### config.mk
export PLATFORM = sky130hd
export DESIGN_NAME = timer_apb_sequencer
export DESIGN_NICKNAME = d
export VERILOG_FILES = /design/src/rtl/timer_apb_sequencer.sv
export SDC_FILE = /design/constraint.sdc
export NUM_CORES = 1
export LEC_CHECK = 0
export CAP_MARGIN = 0
export CORE_UTILIZATION = 41
export CTS_CLUSTER_DIAMETER = 200
export DETAILED_ROUTE_END_ITERATION = 16
export PLACE_DENSITY = 0.88
export SKIP_CTS_REPAIR_TIMING = 1
export SYNTH_ARGS = -nofsm -noshare
export SYNTH_HDL_FRONTEND = slang
export SYNTH_SLANG_ARGS = --single-unit
### constraint.sdc
create_clock -name pclk -period 2.4 [get_ports pclk]
set_input_delay 0.36 -clock pclk [delete_from_list [all_inputs] [get_ports pclk]]
set_output_delay 0.36 -clock pclk [all_outputs]
set_load 0.01 [all_outputs]
### src/rtl/timer_apb_sequencer.sv
// APB master that programs the timer, polls TSR for underflow and reports done/irq.
// Optional pready watchdog and timeout port enabled by defining TIMER_SEQ_TIMEOUT_EN.
module timer_apb_sequencer #(
  parameter logic [31:0] TCNT_ADDR    = 32'h0,
  parameter logic [31:0] TCR_ADDR     = 32'h4,
  parameter logic [31:0] TSR_ADDR     = 32'h8,
  parameter logic [31:0] TCR_LOAD_VAL = 32'h80,
  parameter logic [31:0] TCR_RUN_VAL  = 32'h30,
  parameter logic [31:0] TSR_CLR_VAL  = 32'h3,
  parameter int unsigned UDF_BIT      = 1,
  parameter int unsigned POLL_GAP     = 16
) (
  input  logic        pclk,
  input  logic        preset_n,
  input  logic        start,
  input  logic [31:0] period,
  input  logic        auto_reload,
  input  logic        cancel,
  output logic        busy,
  output logic        done,
  output logic        irq,
  output logic        err,
`ifdef TIMER_SEQ_TIMEOUT_EN
  output logic        timeout,
`endif
  output logic        psel,
  output logic        penable,
  output logic        pwrite,
  output logic [31:0] paddr,
  output logic [31:0] pwdata,
  input  logic [31:0] prdata,
  input  logic        pready,
  input  logic        pslverr
);

  localparam int unsigned GAP_W = (POLL_GAP > 1) ? $clog2(POLL_GAP) : 1;
  localparam logic [GAP_W-1:0] GAP_LAST = GAP_W'(POLL_GAP - 1);

  typedef enum logic [3:0] {
    S_IDLE, S_WR_TCNT, S_RD_TSR, S_CLR_TSR, S_WR_LOAD, S_WR_RUN,
    S_POLL_WAIT, S_POLL_RD, S_ACK, S_STOP, S_ERR
  } state_e;

  state_e            state_q, state_d;
  logic              psel_q, psel_d, penable_q, penable_d, pwrite_q, pwrite_d;
  logic [31:0]       paddr_q, paddr_d, pwdata_q, pwdata_d;
  logic [31:0]       period_q, period_d;
  logic              auto_q, auto_d, cancel_q, cancel_d;
  logic              busy_q, busy_d, done_q, done_d, irq_q, irq_d, err_q, err_d;
  logic [GAP_W-1:0]  cnt_q, cnt_d;
  logic              xfer_wr;
  logic [31:0]       xfer_addr, xfer_data;
  logic              cancel_pend;
`ifdef TIMER_SEQ_TIMEOUT_EN
  logic [7:0]        wd_q, wd_d;
  logic              timeout_q, timeout_d;
`endif

  assign cancel_pend = cancel_q | cancel;

  // Bus transfer descriptor owned by each transfer state.
  always_comb begin
    xfer_wr   = 1'b1;
    xfer_addr = TSR_ADDR;
    xfer_data = '0;
    case (state_q)
      S_WR_TCNT: begin xfer_addr = TCNT_ADDR; xfer_data = period_q; end
      S_RD_TSR,
      S_POLL_RD: xfer_wr = 1'b0;
      S_CLR_TSR,
      S_ACK:     xfer_data = TSR_CLR_VAL;
      S_WR_LOAD: begin xfer_addr = TCR_ADDR; xfer_data = TCR_LOAD_VAL; end
      S_WR_RUN:  begin xfer_addr = TCR_ADDR; xfer_data = TCR_RUN_VAL; end
      S_STOP:    xfer_addr = TCR_ADDR;
      default:   ;
    endcase
  end

  always_comb begin
    state_d   = state_q;
    psel_d    = psel_q;
    penable_d = penable_q;
    pwrite_d  = pwrite_q;
    paddr_d   = paddr_q;
    pwdata_d  = pwdata_q;
    period_d  = period_q;
    auto_d    = auto_q;
    cancel_d  = cancel_pend;
    done_d    = 1'b0;
    irq_d     = irq_q;
    err_d     = err_q;
    cnt_d     = cnt_q;
`ifdef TIMER_SEQ_TIMEOUT_EN
    wd_d      = wd_q;
    timeout_d = timeout_q;
`endif
    if (cancel) irq_d = 1'b0;

    case (state_q)
      S_IDLE: begin
        cancel_d = 1'b0;
        if (start) begin
          state_d  = S_WR_TCNT;
          period_d = period;
          auto_d   = auto_reload;
          irq_d    = 1'b0;
          err_d    = 1'b0;
`ifdef TIMER_SEQ_TIMEOUT_EN
          timeout_d = 1'b0;
`endif
        end
      end
      S_POLL_WAIT: begin
        if (cancel_pend)          state_d = S_STOP;
        else if (cnt_q == GAP_LAST) state_d = S_POLL_RD;
        else                      cnt_d = cnt_q + GAP_W'(1);
      end
      S_ERR: begin
        psel_d    = 1'b0;
        penable_d = 1'b0;
        state_d   = S_IDLE;
      end
      default: begin
        // Idle bus cycle: launch SETUP unless a cancel diverts to STOP (ACK always finishes).
        if (!psel_q) begin
          if (cancel_pend && state_q != S_ACK && state_q != S_STOP) begin
            state_d = S_STOP;
          end else begin
            psel_d    = 1'b1;
            penable_d = 1'b0;
            pwrite_d  = xfer_wr;
            paddr_d   = xfer_addr;
            pwdata_d  = xfer_data;
`ifdef TIMER_SEQ_TIMEOUT_EN
            wd_d      = '0;
`endif
          end
        end else if (!penable_q) begin
          penable_d = 1'b1;
        end else if (pready) begin
          psel_d    = 1'b0;
          penable_d = 1'b0;
          if (pslverr) begin
            err_d   = 1'b1;
            state_d = S_ERR;
          end else begin
            case (state_q)
              S_WR_TCNT: state_d = S_RD_TSR;
              S_RD_TSR:  state_d = (prdata != '0) ? S_CLR_TSR : S_WR_LOAD;
              S_CLR_TSR: state_d = S_WR_LOAD;
              S_WR_LOAD: state_d = S_WR_RUN;
              S_WR_RUN:  state_d = S_POLL_WAIT;
              S_POLL_RD: state_d = prdata[UDF_BIT] ? S_ACK : S_POLL_WAIT;
              S_ACK: begin
                done_d  = 1'b1;
                irq_d   = 1'b1;
                state_d = (cancel_pend || !auto_q) ? S_STOP : S_POLL_WAIT;
              end
              default:   state_d = S_IDLE;
            endcase
          end
        end else begin
`ifdef TIMER_SEQ_TIMEOUT_EN
          // Abort on the 255th ACCESS cycle without pready.
          if (wd_q == 8'd254) begin
            psel_d    = 1'b0;
            penable_d = 1'b0;
            err_d     = 1'b1;
            timeout_d = 1'b1;
            state_d   = S_ERR;
          end else begin
            wd_d = wd_q + 8'd1;
          end
`endif
        end
      end
    endcase

    if (state_d == S_POLL_WAIT && state_q != S_POLL_WAIT) cnt_d = '0;
    busy_d = (state_d != S_IDLE);
  end

  always_ff @(posedge pclk or negedge preset_n) begin
    if (!preset_n) begin
      state_q   <= S_IDLE;
      psel_q    <= 1'b0;
      penable_q <= 1'b0;
      pwrite_q  <= 1'b0;
      paddr_q   <= '0;
      pwdata_q  <= '0;
      period_q  <= '0;
      auto_q    <= 1'b0;
      cancel_q  <= 1'b0;
      busy_q    <= 1'b0;
      done_q    <= 1'b0;
      irq_q     <= 1'b0;
      err_q     <= 1'b0;
      cnt_q     <= '0;
`ifdef TIMER_SEQ_TIMEOUT_EN
      wd_q      <= '0;
      timeout_q <= 1'b0;
`endif
    end else begin
      state_q   <= state_d;
      psel_q    <= psel_d;
      penable_q <= penable_d;
      pwrite_q  <= pwrite_d;
      paddr_q   <= paddr_d;
      pwdata_q  <= pwdata_d;
      period_q  <= period_d;
      auto_q    <= auto_d;
      cancel_q  <= cancel_d;
      busy_q    <= busy_d;
      done_q    <= done_d;
      irq_q     <= irq_d;
      err_q     <= err_d;
      cnt_q     <= cnt_d;
`ifdef TIMER_SEQ_TIMEOUT_EN
      wd_q      <= wd_d;
      timeout_q <= timeout_d;
`endif
    end
  end

  assign busy    = busy_q;
  assign done    = done_q;
  assign irq     = irq_q;
  assign err     = err_q;
  assign psel    = psel_q;
  assign penable = penable_q;
  assign pwrite  = pwrite_q;
  assign paddr   = paddr_q;
  assign pwdata  = pwdata_q;
`ifdef TIMER_SEQ_TIMEOUT_EN
  assign timeout = timeout_q;
`endif

endmodule

==> results of run 1 <==
==> worst register-to-register path, stage by stage (launching register included) <==
cell                       delay [ps]
sky130_fd_sc_hd__dfrtp_2          490
sky130_fd_sc_hd__or4b_1           610
sky130_fd_sc_hd__buf_4            180
sky130_fd_sc_hd__a31oi_1          140
sky130_fd_sc_hd__a222oi_1         150
sky130_fd_sc_hd__buf_4            170
sky130_fd_sc_hd__nor4_2           290
sky130_fd_sc_hd__buf_4            180
sky130_fd_sc_hd__a211oi_1          50
==> flip-flops by register name (all words and copies together), names as in the netlist <==
signal and flops:
auto_q 1, busy 1, cancel_q 1, cnt_q 4
done 1, err 1, irq 1, paddr 2
penable 1, period_q 32, psel 1, pwdata 32
pwrite 1, state_q 4
==> metrics by stage <==
step | hold slack, ps | worst slack (ps)
2_1_floorplan | 64.4 | 161
3_3_place_gp | 352 | -92.9
3_5_place_dp | 360 | -164
4_1_cts | -22.9 | 5.49
5_1_grt | 506 | -24.3
6_report | 486 | 29.4
==> worst max path at each step <==
stage / to / slack [ps] / cells after the start
2_1_floorplan: busy / 160 / 7
3_3_place_gp: busy / -90 / 7
3_5_place_dp: busy / -160 / 7
4_1_cts: cnt_q[3] / 5 / 8
5_1_grt: busy / -20 / 7
6_report: cnt_q[3] / 30 / 8
==> metal layers <==
metal | vias to the layer above | routed length [um] | GRT usage
met4 | 0 | 102 | 0.0669
met1 | 1601 | 3920 | 0.245
met2 | 125 | 5180 | 0.356
met3 | 14 | 584 | 0.0485
li1 | 1588 | - | -
met5 | - | 0 | 0
==> Yosys cell counts (all sizes together) (3+ instances only) <==
library cell,n
buf,36
clkbuf,17
o21ai,41
nand2b,8
dfrtp,83
a21oi,12
mux2,33
inv,5
nor4,10
nor2,12
o211ai,3
nand3,6
nor2b,4
o21bai,3
nand2,70
nand4,3
a211oi,3
or2,3
nor3,9
a31oi,3
==> cells by family after synthesis <==
family / Yosys count
AOI/OAI and AO/OA: 80
other: 1
adders and majority gates: 1
muxes: 33
DFF: 83
buffers and inverters: 58
and+or+nand+nor: 136
xor gates and xnor gates: 4
==> power by group through the flow <==
stage	clock [mW]	sequential [mW]	combinational [mW]
6_report	1.14	2.21	2.66
5_1_grt	1.24	2.27	2.92
4_1_cts	1.18	2.20	2.63
3_5_place_dp	0	2.23	2.62
3_3_place_gp	0	2.20	2.53
2_1_floorplan	0	2.18	1.56
==> cell type report <==
cell class | instances | area, um^2
clock buffers | 9 | 124
clock inverters | 7 | 108
fillers | 811 | 3730
inverters | 5 | 18.8
multi-input cells | 284 | 1710
flip-flops and latches | 83 | 2080
well taps | 129 | 161
repair buffers | 149 | 1430
==> summary.txt, run 1 <==
Yosys
  • Synth Area in Compound Gates: 0.121
  • Register bit total from synthesis: 83
  • Async set or reset register ratio after synthesis: 1.00
  • Synthesized area per cell: 10.1 um^2
  • Cell type contributing the most total cell area after synthesis: sky130_fd_sc_hd__dfrtp_1
  • Number of flops mapped to enable cells by yosys: 0
  • Flip-flop cell with the highest count after synthesis: sky130_fd_sc_hd__dfrtp_1
  • Portion of synthesized cell area occupied by the leading cell type: 0.519
  • Top cells by area in the synthesized netlist: sky130_fd_sc_hd__dfrtp_1 (52%), sky130_fd_sc_hd__mux2_2 (9.3%), sky130_fd_sc_hd__nand2_1 (6.6%)
  • Share of the yosys chip area belonging to registers: 0.519
  • Combinational family with the most area after synthesis: simple AND/OR/NAND/NOR gates
  • Synth unique cells: 53
  • Total of warnings raised by yosys: 0
  • XOR/XNOR Fraction of Synth Area: 0.00875
  • Post-synthesis share of cell area spent on and, or, nand and nor gates: 0.166
  • Cell area after synthesis: 0.00401 mm^2
  • Gate count after technology mapping: 396
  • Share of synthesized area spent on multiplexers: 0.0928
  • Synthesized-area fraction occupied by adder cells: 0.00312

Hold path
  • Instance count along the most critical hold path: 2
  • Worst min-delay path category: reg -> reg
  • Hold Crit Start: pwdata[16]
  • WHS Endpoint: pwdata[16]

Pwr
  • Portion of total power attributed to combinational logic: 0.442
  • Leak pwr: 2.41 nW
  • Fraction of power spent switching nets: 0.357
  • Cell Pwr Density: 1070 mW/mm^2
  • Net switching component of the power: 2.15 mW
  • Proportion of power drawn by flip-flops and latches: 0.368
  • Design internal power: 3.87 mW
  • Worst vdd ir: 0.553 mV
  • Overall power of the completed layout: 6.02 mW
  • Clock network fraction of design power: 0.190

GRT
  • Pin count of the biggest net entering global routing: 37
  • Antenna violations before repair: 0
  • All-Layer GR Usage: 0.203
  • Number of global-route vias before repair: 3,443
  • Remaining global-route overflow: 0
  • Global-route wire length before repair: 16,000 um

Critical path
  • Start point of the critical path: state_q[2]
  • Path type of the worst setup path: reg -> reg
  • Buf+Inv Stages, Crit Path: 3
  • Critical path fanouts, max: 9
  • Worst reg2reg startpoint: state_q[2]
  • Worst Reg-to-Reg Cells: 8
  • Cell breakdown of the critical path: or4b_1 > buf_4 > a31oi_1 > a222oi_1 > buf_4 > nor4_2 > buf_4 > a211oi_1
  • Cell with the largest stage delay on the worst path: sky130_fd_sc_hd__or4b_1
  • Kind of capture point of the worst setup path: register
  • Delay of the slowest cell on the worst path: 610 ps
  • Worst reg-to-reg setup slack: 30 ps
  • Crit-path most repeated cell: sky130_fd_sc_hd__buf_4
  • Required time of the critical path: 2620 ps
  • Dominant delay contributor by cell family on the critical path: simple AND/OR/NAND/NOR gates
  • Critical path startpoint category: register
  • Arrival @ worst endpoint: 2590 ps
  • End of the worst register-to-register path: cnt_q[3]

STA
  • Finish-stage setup viols: 0
  • Final min period: 2370 ps
  • Setup Skew: 8.42 ps
  • Hold Violations, Final: 0
  • Worst slew slack as a fraction of its limit: 0.642
  • Max Clk Rate: 422 MHz
  • Sum of negative setup slack: 0 ps
  • Transition at the pin with the smallest max-transition slack: 532 ps
  • Fraction of the cycle the final worst path needs: 0.988
  • Slew Limit Fails: 0

Placement
  • Half-perimeter wire length after placement: 7410 um
  • Placed cell area: 0.00536 mm^2
  • RD Place Congestion: 1.02
  • Total instance count after detailed placement: 648
  • Number of input and output port buffers inserted: 111

Detailed routing
  • Pre-Repair DR Iteration Count: 4
  • Routed via count: 3,328
  • Count of nets left with antenna violations after detail routing: 0
  • Total routed wirelength: 9790 um
  • DRC violation count after routing: 0
  • Via-to-Cell Ratio: 5.00
  • Starting DRT DRC Count: 113
  • Average wire per standard cell: 14.7 um

CTS
  • Later-pin clock latency in the skew report: 340 ps
  • Root cell of the clock tree: sky130_fd_sc_hd__clkbuf_8
  • Number of clock sinks: 83
  • CTS tree: built
  • Worst-path clk slew: 90 ps
  • Clock Path Buffers: 2
  • H-Tree Level Count: 3
  • TritonCTS Buffers: 9

Cells and area
  • Most frequent cells in the layout: sky130_fd_sc_hd__clkdlybuf4s50_1 (110), sky130_fd_sc_hd__dfrtp_1 (80), sky130_fd_sc_hd__nand2_1 (70)
  • Ratio of cells with drive above 1 in the final layout: 0.192
  • Post-route insts no fill: 666
  • NumNets Final: 604
  • Antenna cell count: 0
  • Non-Filler Cell Area, Final: 0.00564 mm^2
  • Area growth, synth to finish: 40.7%
  • Most common cell after layout, fill and taps aside: sky130_fd_sc_hd__clkdlybuf4s50_1
  • Final core utilization: 0.601

Floorplanning
  • Top-Level Pins: 142
  • Initial Util: 0.427
  • Die area: 0.0102 mm^2
  • Number of placement rows: 35
  • Core region area: 0.00937 mm^2
  • Die Ht: 101 um
  • Horizontal extent of the die: 101 um

Flow run
  • Max-cap violations: 0

Run status
  • Result of the run: finished clean
Power figures use the tool's default switching activity.
==> run 2: changes to the inputs <==
--- a/config.mk
+++ b/config.mk
@@ -6,10 +6,11 @@
 export NUM_CORES = 1
 export LEC_CHECK = 0
 export CAP_MARGIN = 0
-export CORE_UTILIZATION = 41
+export CORE_UTILIZATION = 45
 export CTS_CLUSTER_DIAMETER = 200
 export DETAILED_ROUTE_END_ITERATION = 16
-export PLACE_DENSITY = 0.88
+export GPL_TIMING_DRIVEN = 1
+export PLACE_DENSITY = 0.91
 export SKIP_CTS_REPAIR_TIMING = 1
 export SYNTH_ARGS = -nofsm -noshare
 export SYNTH_HDL_FRONTEND = slang
==> constraint.sdc (replaced) <==
create_clock -name pclk -period 2.2 [get_ports pclk]
set_input_delay 0.33 -clock pclk [delete_from_list [all_inputs] [get_ports pclk]]
set_output_delay 0.33 -clock pclk [all_outputs]
set_load 0.01 [all_outputs]
==> run 2 against run 1 <==
The run now ends with setup timing left. Wire length shrank 0.20%. Cell count grew 0.45%. Clock skew up 4.8 ps. First-iteration DRC count increased by 27%. Core utilization grew 6.7 points. Critical endpoint is now busy.
==> summary.txt, run 2 (same netlist as run 1, synthesis figures left out) <==
Run status
  • Result of the run: finished with violations
  • Failing checks: setup timing

Cells and area
  • Most frequent cells in the layout: sky130_fd_sc_hd__clkdlybuf4s50_1 (110), sky130_fd_sc_hd__dfrtp_1 (79), sky130_fd_sc_hd__nand2_1 (70)
  • Ratio of cells with drive above 1 in the final layout: 0.239 (+0.0471)
  • Most common cell after layout, fill and taps aside: sky130_fd_sc_hd__clkdlybuf4s50_1
  • NumNets Final: 628 (+4.0%)
  • Area growth, synth to finish: 44.9%
  • Antenna cell count: 0 (unchanged)
  • Non-Filler Cell Area, Final: 0.00580 mm^2 (+3.0%)

STA
  • Max Clk Rate: 440 MHz (+4.2%)
  • Hold Violations, Final: 0 (unchanged)
  • Transition at the pin with the smallest max-transition slack: 543 ps (+11.3 ps)
  • Slew Limit Fails: 0 (unchanged)
  • Finish-stage setup viols: 5 (+5)
  • Worst setup slack after layout: -74.9 ps (-104 ps)
  • RSZ-0062 raised after global routing: yes
  • Fraction of the cycle the final worst path needs: 1.03 (+0.0463)
  • Fin Hold WS: 483 ps (-3.02 ps)
  • Worst slew slack as a fraction of its limit: 0.638 (-0.00426)
  • Setup Skew: 13.3 ps (+4.84 ps)
  • Final min period: 2270 ps (-95.8 ps)

Detailed routing
  • Pre-Repair DR Iteration Count: 4 (unchanged)
  • Total routed wirelength: 9770 um (-0.20%)
  • Routed via count: 3,352 (+0.72%)
  • DRC violation count after routing: 0 (unchanged)
  • Via-to-Cell Ratio: 5.01 (+0.27%)
  • Count of nets left with antenna violations after detail routing: 0 (unchanged)
  • Average wire per standard cell: 14.6 um (-0.65%)
  • Starting DRT DRC Count: 143 (+27%)

Floorplanning
  • Initial Util: 0.462 (+0.0341)
  • Top-Level Pins: 142 (unchanged)
  • Horizontal extent of the die: 96.3 um (-4.5%)
  • Number of placement rows: 34 (-2.9%)
  • Core region area: 0.00868 mm^2 (-7.4%)
  • Die Ht: 96.3 um (-4.5%)
  • Die area: 0.00928 mm^2 (-8.7%)

Critical path
  • Path type of the worst setup path: reg -> reg
  • Arrival @ worst endpoint: 2490 ps (-100 ps)
  • Worst reg-to-reg setup slack: -70 ps (-100 ps)
  • End of the worst register-to-register path: busy
  • Critical path startpoint category: register
  • Critical path fanouts, max: 6 (-3)
  • Required time of the critical path: 2410 ps (-210 ps)
  • Worst reg2reg startpoint: state_q[2]
  • Kind of capture point of the worst setup path: register
  • Worst Reg-to-Reg Cells: 6 (-2)

Placement
  • RD Place Congestion: 0.862 (-16%)
  • Number of input and output port buffers inserted: 111 (unchanged)
  • Half-perimeter wire length after placement: 7500 um (+1.2%)
  • Placed cell area: 0.00549 mm^2 (+2.4%)
  • Worst-case setup slack after placement: -377 ps (-213 ps)

Hold path
  • WHS Endpoint: pwdata[7]
  • Hold Crit Start: pwdata[7]
  • Instance count along the most critical hold path: 2 (unchanged)
  • Worst min-delay path category: reg -> reg

Pwr
  • Worst vdd ir: 0.643 mV (+16%)
  • Overall power of the completed layout: 6.72 mW (+12%)
  • Leak pwr: 2.52 nW (+4.7%)
  • Cell Pwr Density: 1160 mW/mm^2 (+8.4%)

GRT
  • Global-route wire length before repair: 15,700 um (-2.2%)
  • All-Layer GR Usage: 0.223 (+0.0204)
  • Remaining global-route overflow: 0 (unchanged)
  • Pin count of the biggest net entering global routing: 50 (+35%)
  • Antenna violations before repair: 0 (unchanged)
  • Number of global-route vias before repair: 3,345 (-2.8%)

CTS
  • TritonCTS Buffers: 9 (unchanged)
  • CTS tree: built
  • Number of clock sinks: 83 (unchanged)
  • Root cell of the clock tree: sky130_fd_sc_hd__clkbuf_8
  • Worst-path clk slew: 70 ps (-20 ps)
  • Clock Path Buffers: 2 (unchanged)
  • H-Tree Level Count: 3 (unchanged)
  • Later-pin clock latency in the skew report: 350 ps (about the same)

Flow run
  • Max-cap violations: 0 (unchanged)
-- run 2: cell types whose count changed in the layout (fill, tap and decap cells not counted), sizes merged --
cell | before | now
clkbuf | 9 | 10
clkinv | 1 | 3
bufinv | 2 | 1
inv | 8 | 6
buf | 38 | 62
-- run 2: worst max-delay path, cell delays in order, from the launching register on --
cell	delay [ps]
sky130_fd_sc_hd__dfrtp_2	470
sky130_fd_sc_hd__or3b_4	420
sky130_fd_sc_hd__a22o_1	230
sky130_fd_sc_hd__nor4b_2	290
sky130_fd_sc_hd__a221oi_2	120
sky130_fd_sc_hd__buf_4	150
sky130_fd_sc_hd__or4_4	470
-- run 2: how the worst max path moves through the flow --
stage | end | slack [ps] | start
floorplan | busy | 30 | state_q[3]
global placement | busy | -290 | prdata[1]
detailed placement | busy | -380 | prdata[1]
CTS | busy | -200 | state_q[3]
global route | busy | -130 | state_q[2]
finish | busy | -70 | state_q[2]
-- run 2: per-stage QoR --
step / instances / setup TNS, ps / utilization
5_1_grt: 669 / -447 / 0.669
2_1_floorplan: 425 / 0 / -
6_report: 669 / -110 / 0.669
4_1_cts: 661 / -769 / 0.655
3_5_place_dp: 645 / -1190 / 0.633
3_3_place_gp: 645 / -1050 / 0.633
-- run 2: where the power goes --
group	switching, mW	internal [mW]	leakage, nW
registers	0.329	2.06	1.04
logic	1.49	1.77	1.38
clock network	0.547	0.527	0.0966
-- run 2: area by class of cell --
type | instances | area [um^2]
Clock buffer | 10 | 128
Clock inverter | 6 | 65.1
Fill cell | 702 | 2870
Inverter | 5 | 18.8
Multi-Input combinational cell | 284 | 1750
Sequential cell | 83 | 2080
Tap cell | 108 | 135
Timing Repair Buffer | 173 | 1620
-- run 2: metal layers --
metal | global-route usage | vias up | wire length (um)
li1 | - | 1638 | -
met1 | 0.281 | 1583 | 4270
met2 | 0.375 | 111 | 4890
met3 | 0.0395 | 20 | 388
met4 | 0.102 | 0 | 220
met5 | 0 | - | 0
==> run 3: changes to the inputs <==
--- a/config.mk
+++ b/config.mk
@@ -5,13 +5,11 @@
 export SDC_FILE = /design/constraint.sdc
 export NUM_CORES = 1
 export LEC_CHECK = 0
-export CAP_MARGIN = 0
 export CORE_UTILIZATION = 45
 export CTS_CLUSTER_DIAMETER = 200
 export DETAILED_ROUTE_END_ITERATION = 16
 export GPL_TIMING_DRIVEN = 1
-export PLACE_DENSITY = 0.91
-export SKIP_CTS_REPAIR_TIMING = 1
+export PLACE_DENSITY = 0.84
 export SYNTH_ARGS = -nofsm -noshare
 export SYNTH_HDL_FRONTEND = slang
 export SYNTH_SLANG_ARGS = --single-unit
==> run 3 against run 2 <==
Setup slack worse by 62 ps. Sequential share of layout area fell by 0.48 points. Core utilization increased by 0.91 points. Clock skew is 1.7 ps lower. Wire length up 2.6%. Global-route usage is 0.55 points higher. Combinational power increased by 5%. The flow finishes with violations (hold timing, setup timing). First-iteration DRC count up 7.0%.
==> summary.txt, run 3 (same netlist as run 1, synthesis figures left out) <==
Detailed routing
  • Pre-Repair DR Iteration Count: 5 (+1)
  • Starting DRT DRC Count: 153 (+7.0%)
  • DRC violation count after routing: 0 (unchanged)
  • Count of nets left with antenna violations after detail routing: 0 (unchanged)
  • Via-to-Cell Ratio: 5.18 (+3.5%)
  • Routed via count: 3,494 (+4.2%)
  • Average wire per standard cell: 14.9 um (+1.8%)
  • Total routed wirelength: 10,000 um (+2.6%)

GRT
  • Antenna violations before repair: 0 (unchanged)
  • Number of global-route vias before repair: 3,444 (+3.0%)
  • All-Layer GR Usage: 0.229 (+0.00555)
  • Remaining global-route overflow: 0 (unchanged)
  • Pin count of the biggest net entering global routing: 47 (-6.0%)
  • Global-route wire length before repair: 16,100 um (+2.5%)

STA
  • Fraction of the cycle the final worst path needs: 1.06 (+0.0283)
  • Finish-stage setup viols: 3 (-2)
  • Hold Violations, Final: 6 (+6)
  • RSZ-0062 raised after global routing: yes
  • Slew Limit Fails: 0 (unchanged)
  • Final min period: 2340 ps (+62.2 ps)
  • Sum of negative setup slack: -233 ps (-123 ps)
  • Fin Hold WS: -5.11 ps (-488 ps)
  • Transition at the pin with the smallest max-transition slack: 604 ps (+61.0 ps)
  • Worst slew slack as a fraction of its limit: 0.597 (-0.0407)
  • Worst setup slack after layout: -137 ps (-62.2 ps)
  • Max Clk Rate: 428 MHz (-2.7%)
  • Setup Skew: 11.6 ps (-1.71 ps)

Placement
  • RD Place Congestion: 0.962 (+12%)
  • Placed cell area: 0.00548 mm^2 (-0.23%)
  • Number of input and output port buffers inserted: 111 (unchanged)
  • Worst-case setup slack after placement: -310 ps (+66.6 ps)
  • Half-perimeter wire length after placement: 7330 um (-2.4%)
  • Total instance count after detailed placement: 645 (unchanged)

Cells and area
  • Seq. cell area: 0.00208 mm^2 (unchanged)
  • Antenna cell count: 0 (unchanged)
  • Area growth, synth to finish: 46.9%
  • Ratio of cells with drive above 1 in the final layout: 0.253 (+0.0138)
  • Most common cell after layout, fill and taps aside: sky130_fd_sc_hd__clkdlybuf4s50_1
  • Footprint of the multi-input gates: 0.00178 mm^2 (+1.4%)
  • Most frequent cells in the layout: sky130_fd_sc_hd__clkdlybuf4s50_1 (110), sky130_fd_sc_hd__dfrtp_1 (79), sky130_fd_sc_hd__nand2_1 (70)
  • Post-route insts no fill: 674 (+0.75%)
  • Number of fill cells in the layout: 696 (-0.85%)
  • Non-Filler Cell Area, Final: 0.00588 mm^2 (+1.4%)
  • NumNets Final: 633 (+0.80%)
  • Final core utilization: 0.678 (+0.00908)

Pwr
  • Proportion of power drawn by flip-flops and latches: 0.343 (-0.012)
  • Worst vdd ir: 0.613 mV (-4.6%)
  • Design internal power: 4.50 mW (+3.3%)
  • Portion of total power attributed to combinational logic: 0.495 (+0.010)
  • Leak pwr: 2.55 nW (+1.2%)
  • Overall power of the completed layout: 6.94 mW (+3.3%)
  • Net switching component of the power: 2.44 mW (+3.1%)
  • Cell Pwr Density: 1180 mW/mm^2 (+1.9%)
  • Fraction of power spent switching nets: 0.352 (-0.000454)
  • Clock network fraction of design power: 0.163 (+0.003)

Floorplanning
  • Initial Util: 0.462 (unchanged)
  • Die area: 0.00928 mm^2 (unchanged)
  • Top-Level Pins: 142 (unchanged)
  • Core region area: 0.00868 mm^2 (unchanged)
  • Die Ht: 96.3 um (unchanged)
  • Number of placement rows: 34 (unchanged)
  • Horizontal extent of the die: 96.3 um (unchanged)

Critical path
  • Critical Path Stages: 8 (+2)
  • Critical path startpoint category: register
  • Kind of capture point of the worst setup path: register
  • Cell breakdown of the critical path: buf_12 > nor2_2 > nand2_1 > a32o_1 > a222oi_1 > buf_4 > inv_1 > or4_4
  • Path type of the worst setup path: reg -> reg
  • Critical path fanouts, max: 4 (-2)
  • Delay of the slowest cell on the worst path: 460 ps (about the same)
  • Worst Reg-to-Reg Cells: 8 (+2)
  • Cell with the largest stage delay on the worst path: sky130_fd_sc_hd__or4_4
  • Worst reg-to-reg setup slack: -140 ps (-60 ps)
  • Arrival @ worst endpoint: 2550 ps (+60 ps)
  • Dominant delay contributor by cell family on the critical path: simple AND/OR/NAND/NOR gates
  • Buf+Inv Stages, Crit Path: 3 (+2)
  • Required time of the critical path: 2420 ps (about the same)

Run status
  • Failing checks: hold timing, setup timing
  • Result of the run: finished with violations

Hold path
  • Worst min-delay path category: in -> async

CTS
  • H-Tree Level Count: 3 (unchanged)
  • Root cell of the clock tree: sky130_fd_sc_hd__clkbuf_8
  • TritonCTS Buffers: 9 (unchanged)
  • Worst-path clk slew: 80 ps (about the same)
  • Number of clock sinks: 83 (unchanged)
  • Hold bufs inserted after CTS: 0
  • CTS tree: built
  • Later-pin clock latency in the skew report: 340 ps (about the same)
  • Clock Path Buffers: 2 (unchanged)

Flow run
  • Max-cap violations: 0 (unchanged)
run 3: area by class of cell:
type	instances	area share
sequential	83	0.354
multi-input combinational	284	0.302
timing repair buffer	178	0.282
clock buffer	10	0.0234
tap	108	0.0230
clock inverter	6	0.0121
inverter	5	0.00319
run 3: power by group through the flow:
stage | registers [mW] | clock network, mW | logic [mW]
after CTS | 2.39 | 1.15 | 3.23
final | 2.38 | 1.13 | 3.43
after detailed placement | 2.42 | 0 | 3.05
after floorplan | 2.38 | 0 | 1.75
after global placement | 2.40 | 0 | 2.98
after global routing | 2.44 | 1.22 | 3.74
run 3: repair_timing:
item | in CTS | in global routing
endpoints found under the hold margin | 0 | 0
pin swaps | 3 | 7
setup endpoints to repair | 5 | 5
setup buffers | 8 | 5
resized for setup | 14 | 10
run 3: final timing paths:
check	start	endpoint
worst max-delay path	state_q[0]	busy
worst min-delay path	preset_n	period_q[7]
worst max register to register	state_q[0]	busy
worst min register to register	pwdata[17]	pwdata[17]
max in group asynchronous	preset_n	period_q[2]
min in group pclk	pwdata[17]	pwdata[17]
run 3: routing by layer:
metal,up-vias,track usage,part of all wire
met3,32,0.0411,0.049
met4,0,0.0956,0.031
met2,135,0.402,0.52
met5,-,0,0
met1,1690,0.276,0.40
li1,1637,-,-
